### config.mk
export PLATFORM = sky130hd
export DESIGN_NAME = spike_count_window
export DESIGN_NICKNAME = d
export VERILOG_FILES = /design/src/rtl/spike_count_pkg.sv /design/src/rtl/spike_counter_channel.sv /design/src/rtl/spike_count_window.sv
export SDC_FILE = /design/constraint.sdc
export NUM_CORES = 1
export LEC_CHECK = 0
export BUFFER_PORTS_ARGS = -buffer_cell sky130_fd_sc_hd__buf_2
export CORE_ASPECT_RATIO = 0.9
export CORE_MARGIN = 2
export CORE_UTILIZATION = 50
export DETAILED_ROUTE_END_ITERATION = 10
export GPL_TIMING_DRIVEN = 0
export PLACE_DENSITY = 0.66
export REMOVE_ABC_BUFFERS = 1
export SYNTH_ARGS = -nofsm -noshare
export SYNTH_HDL_FRONTEND = slang
export SYNTH_SLANG_ARGS = --single-unit
### constraint.sdc
create_clock -name clk -period 5.8 [get_ports clk]
set_clock_uncertainty 0.05 [all_clocks]
set_input_delay 0.29 -clock clk [delete_from_list [all_inputs] [get_ports clk]]
set_output_delay 0.29 -clock clk [all_outputs]
set_load 0.02 [all_outputs]
### src/rtl/spike_count_pkg.sv
// Shared types and sizing helpers for the windowed spike counter.
package spike_count_pkg;

    typedef enum logic {
        IDLE   = 1'b0,
        STREAM = 1'b1
    } state_t;

    function automatic int win_cnt_width(input int window_len);
        return $clog2(window_len);
    endfunction

    // Largest count representable in data_width bits; the clamp value when saturating.
    function automatic logic [63:0] sat_ceiling(input int data_width);
        return (64'd1 << data_width) - 64'd1;
    endfunction

endpackage

### src/rtl/spike_counter_channel.sv
// One live spike counter: increments on inc, clamps or wraps at the ceiling, clr wins over inc.
module spike_counter_channel
    import spike_count_pkg::*;
#(
    parameter int DATA_WIDTH = 16,
    parameter bit SATURATE   = 1'b1
) (
    input  logic                  clk,
    input  logic                  rstn,
    input  logic                  inc,
    input  logic                  clr,
    output logic [DATA_WIDTH-1:0] count,
    output logic                  sat
);

    localparam logic [DATA_WIDTH-1:0] CEIL = DATA_WIDTH'(sat_ceiling(DATA_WIDTH));

    logic [DATA_WIDTH-1:0] r_count;
    logic                  r_sat;

    always_ff @(posedge clk) begin
        if (!rstn || clr) begin
            r_count <= '0;
            r_sat   <= 1'b0;
        end else if (inc) begin
            if (r_count == CEIL) begin
                r_sat   <= 1'b1;
                r_count <= SATURATE ? CEIL : {DATA_WIDTH{1'b0}};
            end else begin
                r_count <= r_count + 1'b1;
            end
        end
    end

    assign count = r_count;
    assign sat   = r_sat;

endmodule

### src/rtl/spike_count_window.sv
// Multi-channel windowed spike counter: snapshots all channel counts at each window end
// and streams them out one channel per valid/ready beat while the next window counts.
module spike_count_window
    import spike_count_pkg::*;
#(
    parameter int NUM_CH     = 8,
    parameter int DATA_WIDTH = 16,
    parameter int WINDOW_LEN = 256,
    parameter bit SATURATE   = 1'b1
) (
    input  logic                      clk,
    input  logic                      rstn,
    input  logic                      in_valid,
    input  logic [NUM_CH-1:0]         in_spikes,
    output logic                      out_valid,
    input  logic                      out_ready,
    output logic [$clog2(NUM_CH)-1:0] out_ch,
    output logic [DATA_WIDTH-1:0]     out_count,
    output logic                      out_sat,
    output logic                      out_last,
    output logic                      overrun,
    output state_t                    dbg_state
);

    localparam int CH_W  = $clog2(NUM_CH);
    localparam int WIN_W = win_cnt_width(WINDOW_LEN);
    localparam logic [WIN_W-1:0]      WIN_LAST = WIN_W'(WINDOW_LEN - 1);
    localparam logic [CH_W-1:0]       CH_LAST  = CH_W'(NUM_CH - 1);
    localparam logic [DATA_WIDTH-1:0] CEIL     = DATA_WIDTH'(sat_ceiling(DATA_WIDTH));

    logic [WIN_W-1:0]      r_win;
    state_t                r_state;
    logic [CH_W-1:0]       r_ch;
    logic                  r_valid;
    logic                  r_last;
    logic [DATA_WIDTH-1:0] r_count;
    logic                  r_sat;
    logic                  r_ovr;
    logic [DATA_WIDTH-1:0] r_bank [NUM_CH];
    logic [NUM_CH-1:0]     r_bank_sat;

    logic                  w_win_end;
    logic                  w_hs;
    logic                  w_final;
    logic                  w_load;
    logic                  w_ovr;
    logic [CH_W-1:0]       w_ch_nxt;
    logic [NUM_CH-1:0]     w_inc;
    logic [NUM_CH-1:0]     w_sat;
    logic [NUM_CH-1:0]     w_snap_sat;
    logic [DATA_WIDTH-1:0] w_cnt      [NUM_CH];
    logic [DATA_WIDTH-1:0] w_snap_cnt [NUM_CH];

    assign w_win_end = in_valid && (r_win == WIN_LAST);

    always_ff @(posedge clk) begin
        if (!rstn) begin
            r_win <= '0;
        end else if (in_valid) begin
            r_win <= w_win_end ? '0 : r_win + 1'b1;
        end
    end

    // The live counters clear on the window-end edge, so the snapshot is their next value.
    for (genvar g = 0; g < NUM_CH; g++) begin : g_ch
        assign w_inc[g] = in_valid & in_spikes[g];

        spike_counter_channel #(
            .DATA_WIDTH (DATA_WIDTH),
            .SATURATE   (SATURATE)
        ) u_ch (
            .clk   (clk),
            .rstn  (rstn),
            .inc   (w_inc[g]),
            .clr   (w_win_end),
            .count (w_cnt[g]),
            .sat   (w_sat[g])
        );

        assign w_snap_cnt[g] = !w_inc[g]          ? w_cnt[g] :
                               (w_cnt[g] == CEIL) ? (SATURATE ? CEIL : {DATA_WIDTH{1'b0}}) :
                                                    w_cnt[g] + 1'b1;
        assign w_snap_sat[g] = w_sat[g] | (w_inc[g] && (w_cnt[g] == CEIL));
    end

    assign w_hs     = (r_state == STREAM) && out_ready;
    assign w_final  = w_hs && r_last;
    assign w_load   = w_win_end && ((r_state == IDLE) || w_final);
    assign w_ovr    = w_win_end && (r_state == STREAM) && !w_final;
    assign w_ch_nxt = r_ch + 1'b1;

    // Readout FSM; a window end coinciding with the final handshake reloads straight into STREAM.
    always_ff @(posedge clk) begin
        if (!rstn) begin
            r_state    <= IDLE;
            r_ch       <= '0;
            r_valid    <= 1'b0;
            r_last     <= 1'b0;
            r_count    <= '0;
            r_sat      <= 1'b0;
            r_ovr      <= 1'b0;
            r_bank_sat <= '0;
            for (int i = 0; i < NUM_CH; i++) r_bank[i] <= '0;
        end else begin
            if (w_ovr) r_ovr <= 1'b1;
            if (w_load) begin
                for (int i = 0; i < NUM_CH; i++) r_bank[i] <= w_snap_cnt[i];
                r_bank_sat <= w_snap_sat;
                r_state    <= STREAM;
                r_valid    <= 1'b1;
                r_ch       <= '0;
                r_last     <= 1'b0;
                r_count    <= w_snap_cnt[0];
                r_sat      <= w_snap_sat[0];
            end else if (w_hs) begin
                if (r_last) begin
                    r_state <= IDLE;
                    r_valid <= 1'b0;
                    r_ch    <= '0;
                    r_last  <= 1'b0;
                    r_count <= '0;
                    r_sat   <= 1'b0;
                end else begin
                    r_ch    <= w_ch_nxt;
                    r_last  <= (w_ch_nxt == CH_LAST);
                    r_count <= r_bank[w_ch_nxt];
                    r_sat   <= r_bank_sat[w_ch_nxt];
                end
            end
        end
    end

    assign out_valid = r_valid;
    assign out_ch    = r_ch;
    assign out_count = r_count;
    assign out_sat   = r_sat;
    assign out_last  = r_last;
    assign overrun   = r_ovr;
    assign dbg_state = r_state;

endmodule

==> results of run 1 <==
## cell families (layout without fill, tap and decap cells)
logic type / after synthesis / in the layout / synth area share [%]
AO/OA/AOI/OAI: 207 / 207 / 8.73
flip-flops: 303 / 303 / 54.3
AND/OR/NAND/NOR: 604 / 604 / 20.9
multiplexers: 63 / 63 / 7.81
adder cells (fa/ha/maj): 11 / 11 / 1.02
buffers and inverters: 83 / 116 / 2.72
XOR/XNOR: 71 / 71 / 4.59
## cells in the mapped netlist (4+ instances only)
library cell	number	share of area, %
nor2_1	265	7.3
ha_1	11	1.0
and4_1	16	1.0
and2_1	10	0.46
buf_2	18	0.67
or3_1	4	0.18
nor4_1	15	0.69
dfxtp_1	175	26
a21oi_1	118	4.4
a31oi_1	17	0.79
nand4_1	44	2.0
o21ai_0	32	1.2
o31ai_1	4	0.22
a22oi_1	4	0.22
buf_4	4	0.22
xor2_1	38	2.5
or2_2	12	0.55
mux4_2	34	5.7
a41o_1	4	0.30
nand3_1	47	1.7
nand2_1	112	3.1
edfxtp_1	128	28
inv_1	14	0.39
clkbuf_1	41	1.1
mux2i_1	28	2.1
xnor2_1	33	2.1
and3_1	17	0.79
a211oi_1	9	0.50
nor3_1	29	1.1
nand2b_1	10	0.46
## report_power, final
part | internal, mW | switching [mW]
combinational | 0.0456 | 0.0921
sequential | 2.27 | 0.0279
clock | 1.22 | 0.845
total | 3.53 | 0.965
## worst max-delay path by stage
stage	startpoint	end	slack, ns
floorplan	out_last	r_bank[5][1]	0.89
global placement	in_valid	r_bank[5][1]	-2.90
detailed placement	in_valid	r_bank[5][0]	2.37
CTS	out_ch[0]	out_count[1]	2.83
global route	out_ch[0]	out_count[6]	2.38
finish	out_ch[0]	out_count[1]	2.83
## registers in the layout, summed over array words and instances, names as in the netlist
name             count
g_ch.u_ch.sat        8
out_count           16
r_win                8
out_sat              1
r_bank             128
overrun              1
g_ch.u_ch.count    128
r_bank_sat           8
out_valid            1
out_last             1
out_ch               3
## cell type report
type,count,share of cell area [%]
inverters,15,0.373
clock inverters,18,1.47
multi-input cells,956,38.8
clock buffers,39,5.40
flip-flops and latches,303,48.6
repair buffers,44,2.43
well taps,354,2.93
## per-stage QoR
step	std cells	utilization, %	area [sq um]	setup WS [ns]	power (mW)
after floorplan	1274	-	13200	0.889	2.42
after global placement	1663	51.6	13800	-2.90	2.48
after detailed placement	1672	52.5	14100	2.37	2.48
after CTS	1729	56.3	15100	2.83	4.52
after global routing	1729	56.4	15100	2.38	4.62
final	1729	56.4	15100	2.83	4.50
## layer usage
layer	wire (microns)	track usage [%]	up-vias	part of all wire, %
met1	15800	35.6	4909	48
met2	14400	34.8	314	44
li1	-	-	4859	-
met4	542	5.29	0	1.6
met3	2390	4.55	40	7.2
met5	0	0	-	0
## critical path, delay by kind of cell (launching register included)
family / cells / cell delay (ns)
xor+xnor: 1 / 0.94
flops: 1 / 0.85
simple gates: 1 / 0.11
fa+ha+maj: 1 / 0.39
compound gates: 3 / 0.52
==> results.yml, run 1 <==
route:
  routed_via_density: 5.85
  drt_iter0_markers: 1029
  routed_wl_microns: 33200
  wire_per_inst_microns: 19.2
  first_pass_iters: 5
  antenna_left: 0
  vias: 10100
  drc: 0
clock_network:
  path_clk_slew_ns: 0.06
  cts_tree: "built"
  root_buffer: "clkbuf_16"
  cts_setup_buffers: 0
  cts_resized: 0
  numCtsBuffers: 31
  cts_buffer_depth: 3
  clkSinkCount: 303
  clk-insertion-delay-late_ns: 0.57
  ctsHtreeMaxLevel: 1
  cts_hold_buf: 0
timing:
  max_freq_mhz: 336
  slew_viol_final: 0
  timing.hold.ws_ns: 0.0517
  setup_viol_count_final: 0
  period_minus_slack_ns: 2.97
  rsz0062_at_grt: "false"
  setup_tns_ns: 0
  final_hold_viol_count: 0
  post-route-period-util_pct: 51.3
  tightestPinTransition_ns: 1.18
  max-slew-margin-rel_pct: 21.3
worst_setup_path:
  worst_path_most_repeated_cell: "a211oi_1"
  worstPathArrival_ns: 3.38
  rr_endpoint: "out_count[1]"
  crit_chain: "ha_1 > xor2_1 > nand2_1 > a21oi_1 > a211oi_1 > a211oi_1"
  cp_max_fo: 22
  crit_path_end_kind: "flip-flop"
  cp.required_ns: 6.21
  reg2reg_depth: 6
  critPathMaxStageDelay_ns: 0.94
  reg2reg_from: "out_ch[0]"
  slowest_stage: "xor2_1"
  rrSetupSlack_ns: 2.83
  critPathLaunchType: "flip-flop"
  path_class: "flip-flop to flip-flop"
yosys:
  async_flop_share_pct: 0
  syn_area_per_cell_sq_um: 10.1
  synth_seq_cells: 303
  syn-cell-area_sq_um: 13500
  ys.flop_type: "dfxtp_1"
  syn_inst: 1342
  synth-edff-count: 128
  yosysSeqAreaShare_pct: 54.3
  yosysUniqueCellTypes: 62
  yosysWarningCount: 0
placement:
  portBuffers: 35
  hpwl_microns: 22500
  gp_congestion: 0.852
cells_and_area:
  layout-drive-gt1-share_pct: 11.4
  fillers: 2358
  nets: 1374
  final_cell_mix: "nor2_1, dfxtp_1, edfxtp_1"
  multiInputGateArea_sq_um: 5860
  antennaDiodeCount: 0
  area_delta_synth_final_pct: 11.6
  regArea_sq_um: 7350
  final_common_cell: "nor2_1"
floorplanning:
  fp.dieW_microns: 177
  die_h_microns: 160
  num_rows: 57
  start_util_pct: 50.5
  dieArea_sq_um: 28400
  core_area_sq_um: 26800
  ios: 36
pwr:
  cellPowerDensity_nw_per_um2: 298
  vdd_drop_max_mv: 0.229
  leakagePower_nw: 5.26
hold_path:
  whs_path_depth: 3
  hold_class: "input port to flip-flop"
  hold_path_end: "g_ch[5].u_ch.count[1]"
  hold_start: "in_spikes[5]"
grt:
  grt_pass1_vias: 9449
  grt_pass1_wl_microns: 52300
  grt_max_degree: 76
  antenna_found_initial: 0
  grt_overflow: 0
  grt_usage_pct: 23.4
outcome:
  status: "finished, final reports clean"
run:
  drv_cap: 0
Note: power is estimated with default switching activity, not from simulation.
==> run 2, diff against run 1 <==
--- a/config.mk
+++ b/config.mk
@@ -11,7 +11,7 @@
 export CORE_UTILIZATION = 50
 export DETAILED_ROUTE_END_ITERATION = 10
 export GPL_TIMING_DRIVEN = 0
-export PLACE_DENSITY = 0.66
+export PLACE_DENSITY = 0.69
 export REMOVE_ABC_BUFFERS = 1
 export SYNTH_ARGS = -nofsm -noshare
 export SYNTH_HDL_FRONTEND = slang
==> constraint.sdc (replaced) <==
create_clock -name clk -period 2.65 [get_ports clk]
set_clock_uncertainty 0.05 [all_clocks]
set_input_delay 0.1325 -clock clk [delete_from_list [all_inputs] [get_ports clk]]
set_output_delay 0.1325 -clock clk [all_outputs]
set_load 0.02 [all_outputs]
==> run 2 against run 1 <==
  * Global-route usage increased by 0.39 points
  * Routed wire length increased by 1.9%
  * Final cell count increased by 0.52%
  * Register-to-register slack got worse by 2.7 ns
  * Critical path type unchanged
==> results.yml, run 2 (synthesis gave the netlist of run 1 again) <==
outcome:
  status: "finished, final reports clean"
placement:
  dpl-instance-area_sq_um: 14000
  hpwl_microns: 22100
  place_ws_ns: -0.878
  gp_congestion: 0.856
  portBuffers: 35
  placed_cells: 1670
route:
  first_pass_iters: 6
  drc: 0
  route.layer.met1.wl_microns: 16400
  route.met3.wl_microns: 1900
  antenna_left: 0
  wire_per_inst_microns: 19.4
  vias: 10200
  routed_wl_microns: 33800
  routed_via_density: 5.87
  met2WireLength_microns: 14900
  drt_iter0_markers: 879
  top_layer: "met4"
timing:
  max-slew-margin-rel_pct: 36.0
  max_freq_mhz: 393
  rsz0062_at_grt: "false"
  setup_viol_count_final: 0
  period_minus_slack_ns: 2.55
  slew_viol_final: 0
  tightestPinTransition_ns: 0.950
  post-route-period-util_pct: 96.1
  layout_setup_ws_ns: 0.103
  final_hold_viol_count: 0
  setup_tns_ns: 0
worst_setup_path:
  cp.required_ns: 3.01
  critPathMaxStageDelay_ns: 0.57
  crit_chain: "inv_1 > ha_2 > buf_12 > mux4_2 > nand2_1 > a21oi_1 > a211oi_1 > a211oi_1"
  rrSetupSlack_ns: 0.10
  reg2reg_from: "out_ch[0]"
  cp_max_fo: 26
  path_delay_family: "flip-flops"
  critPathLaunch: "out_ch[0]"
  path_class: "flip-flop to flip-flop"
  crit_path_end_kind: "flip-flop"
  slowest_stage: "dfxtp_4"
  path_buf_inv: 2
  critPathLaunchType: "flip-flop"
  worst_path_most_repeated_cell: "a211oi_1"
  worstPathArrival_ns: 2.91
clock_network:
  root_buffer: "clkbuf_16"
  numCtsBuffers: 31
  cts_buffer_depth: 3
  clk-insertion-delay-late_ns: 0.56
  path_clk_slew_ns: 0.06
  cts_tree: "built"
  clkSinkCount: 303
  ctsHtreeMaxLevel: 1
grt:
  grt_overflow: 0
  grt_pass1_wl_microns: 53000
  grt_pass1_vias: 9622
  grt_max_degree: 84
  grt_usage_pct: 23.8
  antenna_found_initial: 1
cells_and_area:
  utilization_pct: 56.9
  final_cell_mix: "nor2_1, dfxtp_1, edfxtp_1"
  final_area_sq_um: 15300
  layout-drive-gt1-share_pct: 11.8
  final_common_cell: "nor2_1"
  layout.cells.non_filler: 1738
  antennaDiodeCount: 0
  area_delta_synth_final_pct: 12.7
  nets: 1382
pwr:
  leakagePower_nw: 5.34
  p_sw_mw: 2.11
  switching_share_pct: 21.3
  pwr-share-comb_pct: 3.1
  vdd_drop_max_mv: 0.492
  pwr-share-clk_pct: 46.1
  cellPowerDensity_nw_per_um2: 650
  power_frac_seq_pct: 50.8
  p_int_mw: 7.80
floorplanning:
  fp.dieW_microns: 177
  start_util_pct: 50.5
  core_area_sq_um: 26800
  num_rows: 57
  ios: 36
  dieArea_sq_um: 28400
  die_h_microns: 160
hold_path:
  hold_start: "in_spikes[1]"
  hold_class: "input port to flip-flop"
run:
  drv_cap: 0
run 2: cell count changes in the layout (fill, tap and decap cells not counted), sizes merged:
cell         change
clkinv           +1
clkbuf           +3
clkinvlp         -3
dlygate4sd3      +6
nand2            +2
run 2: path summary, 6_finish.rpt:
kind,to,cells past startpoint
hold / removal,g_ch[1].u_ch.count[2],4
setup reg to reg,out_count[1],8
setup / recovery,out_count[1],8
hold reg to reg,g_ch[6].u_ch.sat,2
run 2: stage by stage:
| step | hold WS (ns) | power, mW |
|---|---|---|
| floorplan | 0.210 | 5.29 |
| global placement | 0.390 | 5.42 |
| detailed placement | 0.395 | 5.42 |
| CTS | 0.0321 | 9.94 |
| global route | 0.0629 | 10.2 |
| finish | 0.0538 | 9.91 |
run 2: layout make-up:
| class | instances | area, sq um |
|---|---|---|
| inverters | 15 | 56.3 |
| clock inverters | 16 | 210 |
| fillers | 2279 | 11600 |
| flip-flops and latches | 303 | 7350 |
| repair buffers | 50 | 428 |
| clock buffers | 42 | 848 |
| multi-input cells | 958 | 5920 |
| well taps | 354 | 443 |
run 2: worst reg2reg max path, cell delays in order, from the launching register on:
cell	delay (ns)
dfxtp_4	0.57
inv_1	0.09
ha_2	0.56
buf_12	0.26
mux4_2	0.40
nand2_1	0.10
a21oi_1	0.07
a211oi_1	0.21
a211oi_1	0.08
run 2: power groups by stage:
stage	sequential, mW	clock [mW]	combinational, mW
after floorplan	5.11	0	0.175
after global placement	5.15	0	0.275
after detailed placement	5.13	0	0.293
after CTS	5.03	4.59	0.309
after global routing	5.04	4.78	0.338
final	5.03	4.57	0.310
run 2: per-layer routing:
layer | global-route usage, % | vias to the layer above
li1 | - | 4870
met4 | 5.14 | 0
met3 | 2.86 | 45
met5 | 0 | -
met2 | 35.8 | 277
met1 | 37.0 | 5010
run 2: what timing repair did:
action | 4_1_cts | 5_1_grt
gates cloned | 2 | 0
gates resized for setup | 4 | 4
pin swaps | 1 | 0
hold buffers | 6 | 0
buffers inserted | 2 | 0
hold endpoints to repair | 11 | 0
setup endpoints to repair | 148 | 70
==> run 3, diff against run 2 <==
--- a/config.mk
+++ b/config.mk
@@ -12,7 +12,6 @@
 export DETAILED_ROUTE_END_ITERATION = 10
 export GPL_TIMING_DRIVEN = 0
 export PLACE_DENSITY = 0.69
-export REMOVE_ABC_BUFFERS = 1
 export SYNTH_ARGS = -nofsm -noshare
 export SYNTH_HDL_FRONTEND = slang
 export SYNTH_SLANG_ARGS = --single-unit
==> run 3 against run 2 <==
  * Final cell count increased by 3.2%
  * Global-route usage increased by 3.0 points
  * Die area unchanged
  * Non-clock buffer count increased by 56
==> results.yml, run 3 (synthesis gave the netlist of run 1 again) <==
floorplanning:
  core_area_sq_um: 26800
  start_util_pct: 50.5
  dieArea_sq_um: 28400
  fp.dieW_microns: 177
  ios: 36
  num_rows: 57
  die_h_microns: 160
worst_setup_path:
  reg2reg_from: "out_ch[0]"
  cp.required_ns: 3.02
  rr_endpoint: "out_count[12]"
  crit_path_end_kind: "flip-flop"
  critPathLaunchType: "flip-flop"
  rrSetupSlack_ns: 0.11
  path_class: "flip-flop to flip-flop"
  worstPathArrival_ns: 2.92
  reg2reg_depth: 11
  cp_max_fo: 10
hold_path:
  hold_start: "in_spikes[4]"
  whs_path_depth: 5
  hold_class: "input port to flip-flop"
  hold_path_end: "g_ch[4].u_ch.count[2]"
timing:
  slew_viol_final: 0
  tightestPinTransition_ns: 1.07
  post-route-period-util_pct: 96.0
  max-slew-margin-rel_pct: 28.8
  period_minus_slack_ns: 2.54
  timing.hold.ws_ns: 0.0212
  rsz0062_at_grt: "false"
  setup_viol_count_final: 0
  final_hold_viol_count: 0
  max_freq_mhz: 393
  setup_tns_ns: 0
grt:
  antenna_found_initial: 0
  use_met1_pct: 39.2
  top_usage_layer: "met2"
  grt_max_degree: 67
  grt_pass1_wl_microns: 58000
  met2_usage_pct: 40.2
  grt_usage_pct: 26.9
  grt_pass1_vias: 10100
  grt_overflow: 0
  grt_use_met3_pct: 5.90
cells_and_area:
  layout-drive-gt1-share_pct: 12.7
  final_common_cell: "nor2_1"
  regArea_sq_um: 7350
  nets: 1438
  multiInputGateArea_sq_um: 5880
  fillers: 2322
  final_cell_mix: "nor2_1, dfxtp_1, edfxtp_1"
  final_area_sq_um: 15400
  antennaDiodeCount: 0
  area_delta_synth_final_pct: 13.6
  utilization_pct: 57.3
placement:
  hpwl_microns: 27000
  gp_congestion: 0.915
  dpl-instance-area_sq_um: 14200
  portBuffers: 34
clock_network:
  numCtsBuffers: 31
  path_clk_slew_ns: 0.07
  ctsHtreeMaxLevel: 1
  cts_tree: "built"
  clkSinkCount: 303
  cts_setup_buffers: 0
  clk-insertion-delay-late_ns: 0.56
  cts_buffer_depth: 3
  root_buffer: "clkbuf_16"
pwr:
  total_power_mw: 9.96
  leakagePower_nw: 5.39
  cellPowerDensity_nw_per_um2: 648
  vdd_drop_max_mv: 0.488
yosys:
  synth.net_count: 1365
route:
  first_pass_iters: 5
  drc: 0
  drt_iter0_markers: 1186
  routed_wl_microns: 38200
  wire_per_inst_microns: 21.3
  vias: 10800
  routed_via_density: 6.02
  antenna_left: 0
run:
  drv_cap: 0
outcome:
  status: "finished, final reports clean"
[run 3: changes by cell type in the layout (fill, tap and decap cells not counted), moves of 4 or more]
cell | before | now
buf_8 | 0 | 4
clkinvlp_4 | 1 | 6
buf_2 | 35 | 48
buf_4 | 0 | 5
buf_16 | 4 | 0
clkbuf_1 | 9 | 40
[run 3: where the power goes]
part	internal [mW]	switching [mW]	total [mW]
combinational	0.101	0.238	0.339
sequential	4.97	0.0767	5.05
clock	2.66	1.91	4.57
[run 3: timing repair]
item,in CTS,in global routing
pin swaps,2,0
hold buffers,5,0
endpoints found under the setup margin,158,129
endpoints found under the hold margin,8,0
resized for setup,13,13
cloned,2,0
[run 3: area by class of cell]
cell class	instances	area share, %
Sequential cell	303	47.8
Multi-Input combinational cell	958	38.3
Clock buffer	35	5.14
Tap cell	354	2.88
Buffer	67	2.33
Clock inverter	23	1.81
Timing Repair Buffer	39	1.43
Inverter	15	0.366
[run 3: per-stage QoR]
| step | cells | worst slack, ns |
|---|---|---|
| 3_3_place_gp | 1730 | -0.550 |
| 6_report | 1794 | 0.105 |
| 2_1_floorplan | 1342 | 0.0268 |
| 3_5_place_dp | 1730 | -0.598 |
| 5_1_grt | 1794 | 0.00178 |
| 4_1_cts | 1795 | 0.0109 |
[run 3: critical path, cell delays in order, from the launching register on]
cell      delay, ns
dfxtp_2        0.37
buf_8          0.17
buf_8          0.18
inv_1          0.06
ha_1           0.27
buf_4          0.18
buf_4          0.24
mux4_2         0.37
nand2_1        0.14
a21oi_1        0.10
o221ai_1       0.19
a21oi_1        0.07
[run 3: worst max path at each step]
stage | cells after the start | end | start
5_1_grt | 11 | out_count[14] | out_ch[0]
3_3_place_gp | 9 | out_count[10] | out_ch[0]
4_1_cts | 11 | out_count[14] | out_ch[0]
3_5_place_dp | 9 | out_count[10] | out_ch[0]
6_report | 11 | out_count[12] | out_ch[0]
2_1_floorplan | 11 | out_count[11] | out_ch[0]
[run 3: per-layer routing]
metal	vias to the layer above	routed length, microns
met1	5229	16700
met4	0	1120
met3	68	3810
li1	4996	-
met2	504	16600
met5	-	0
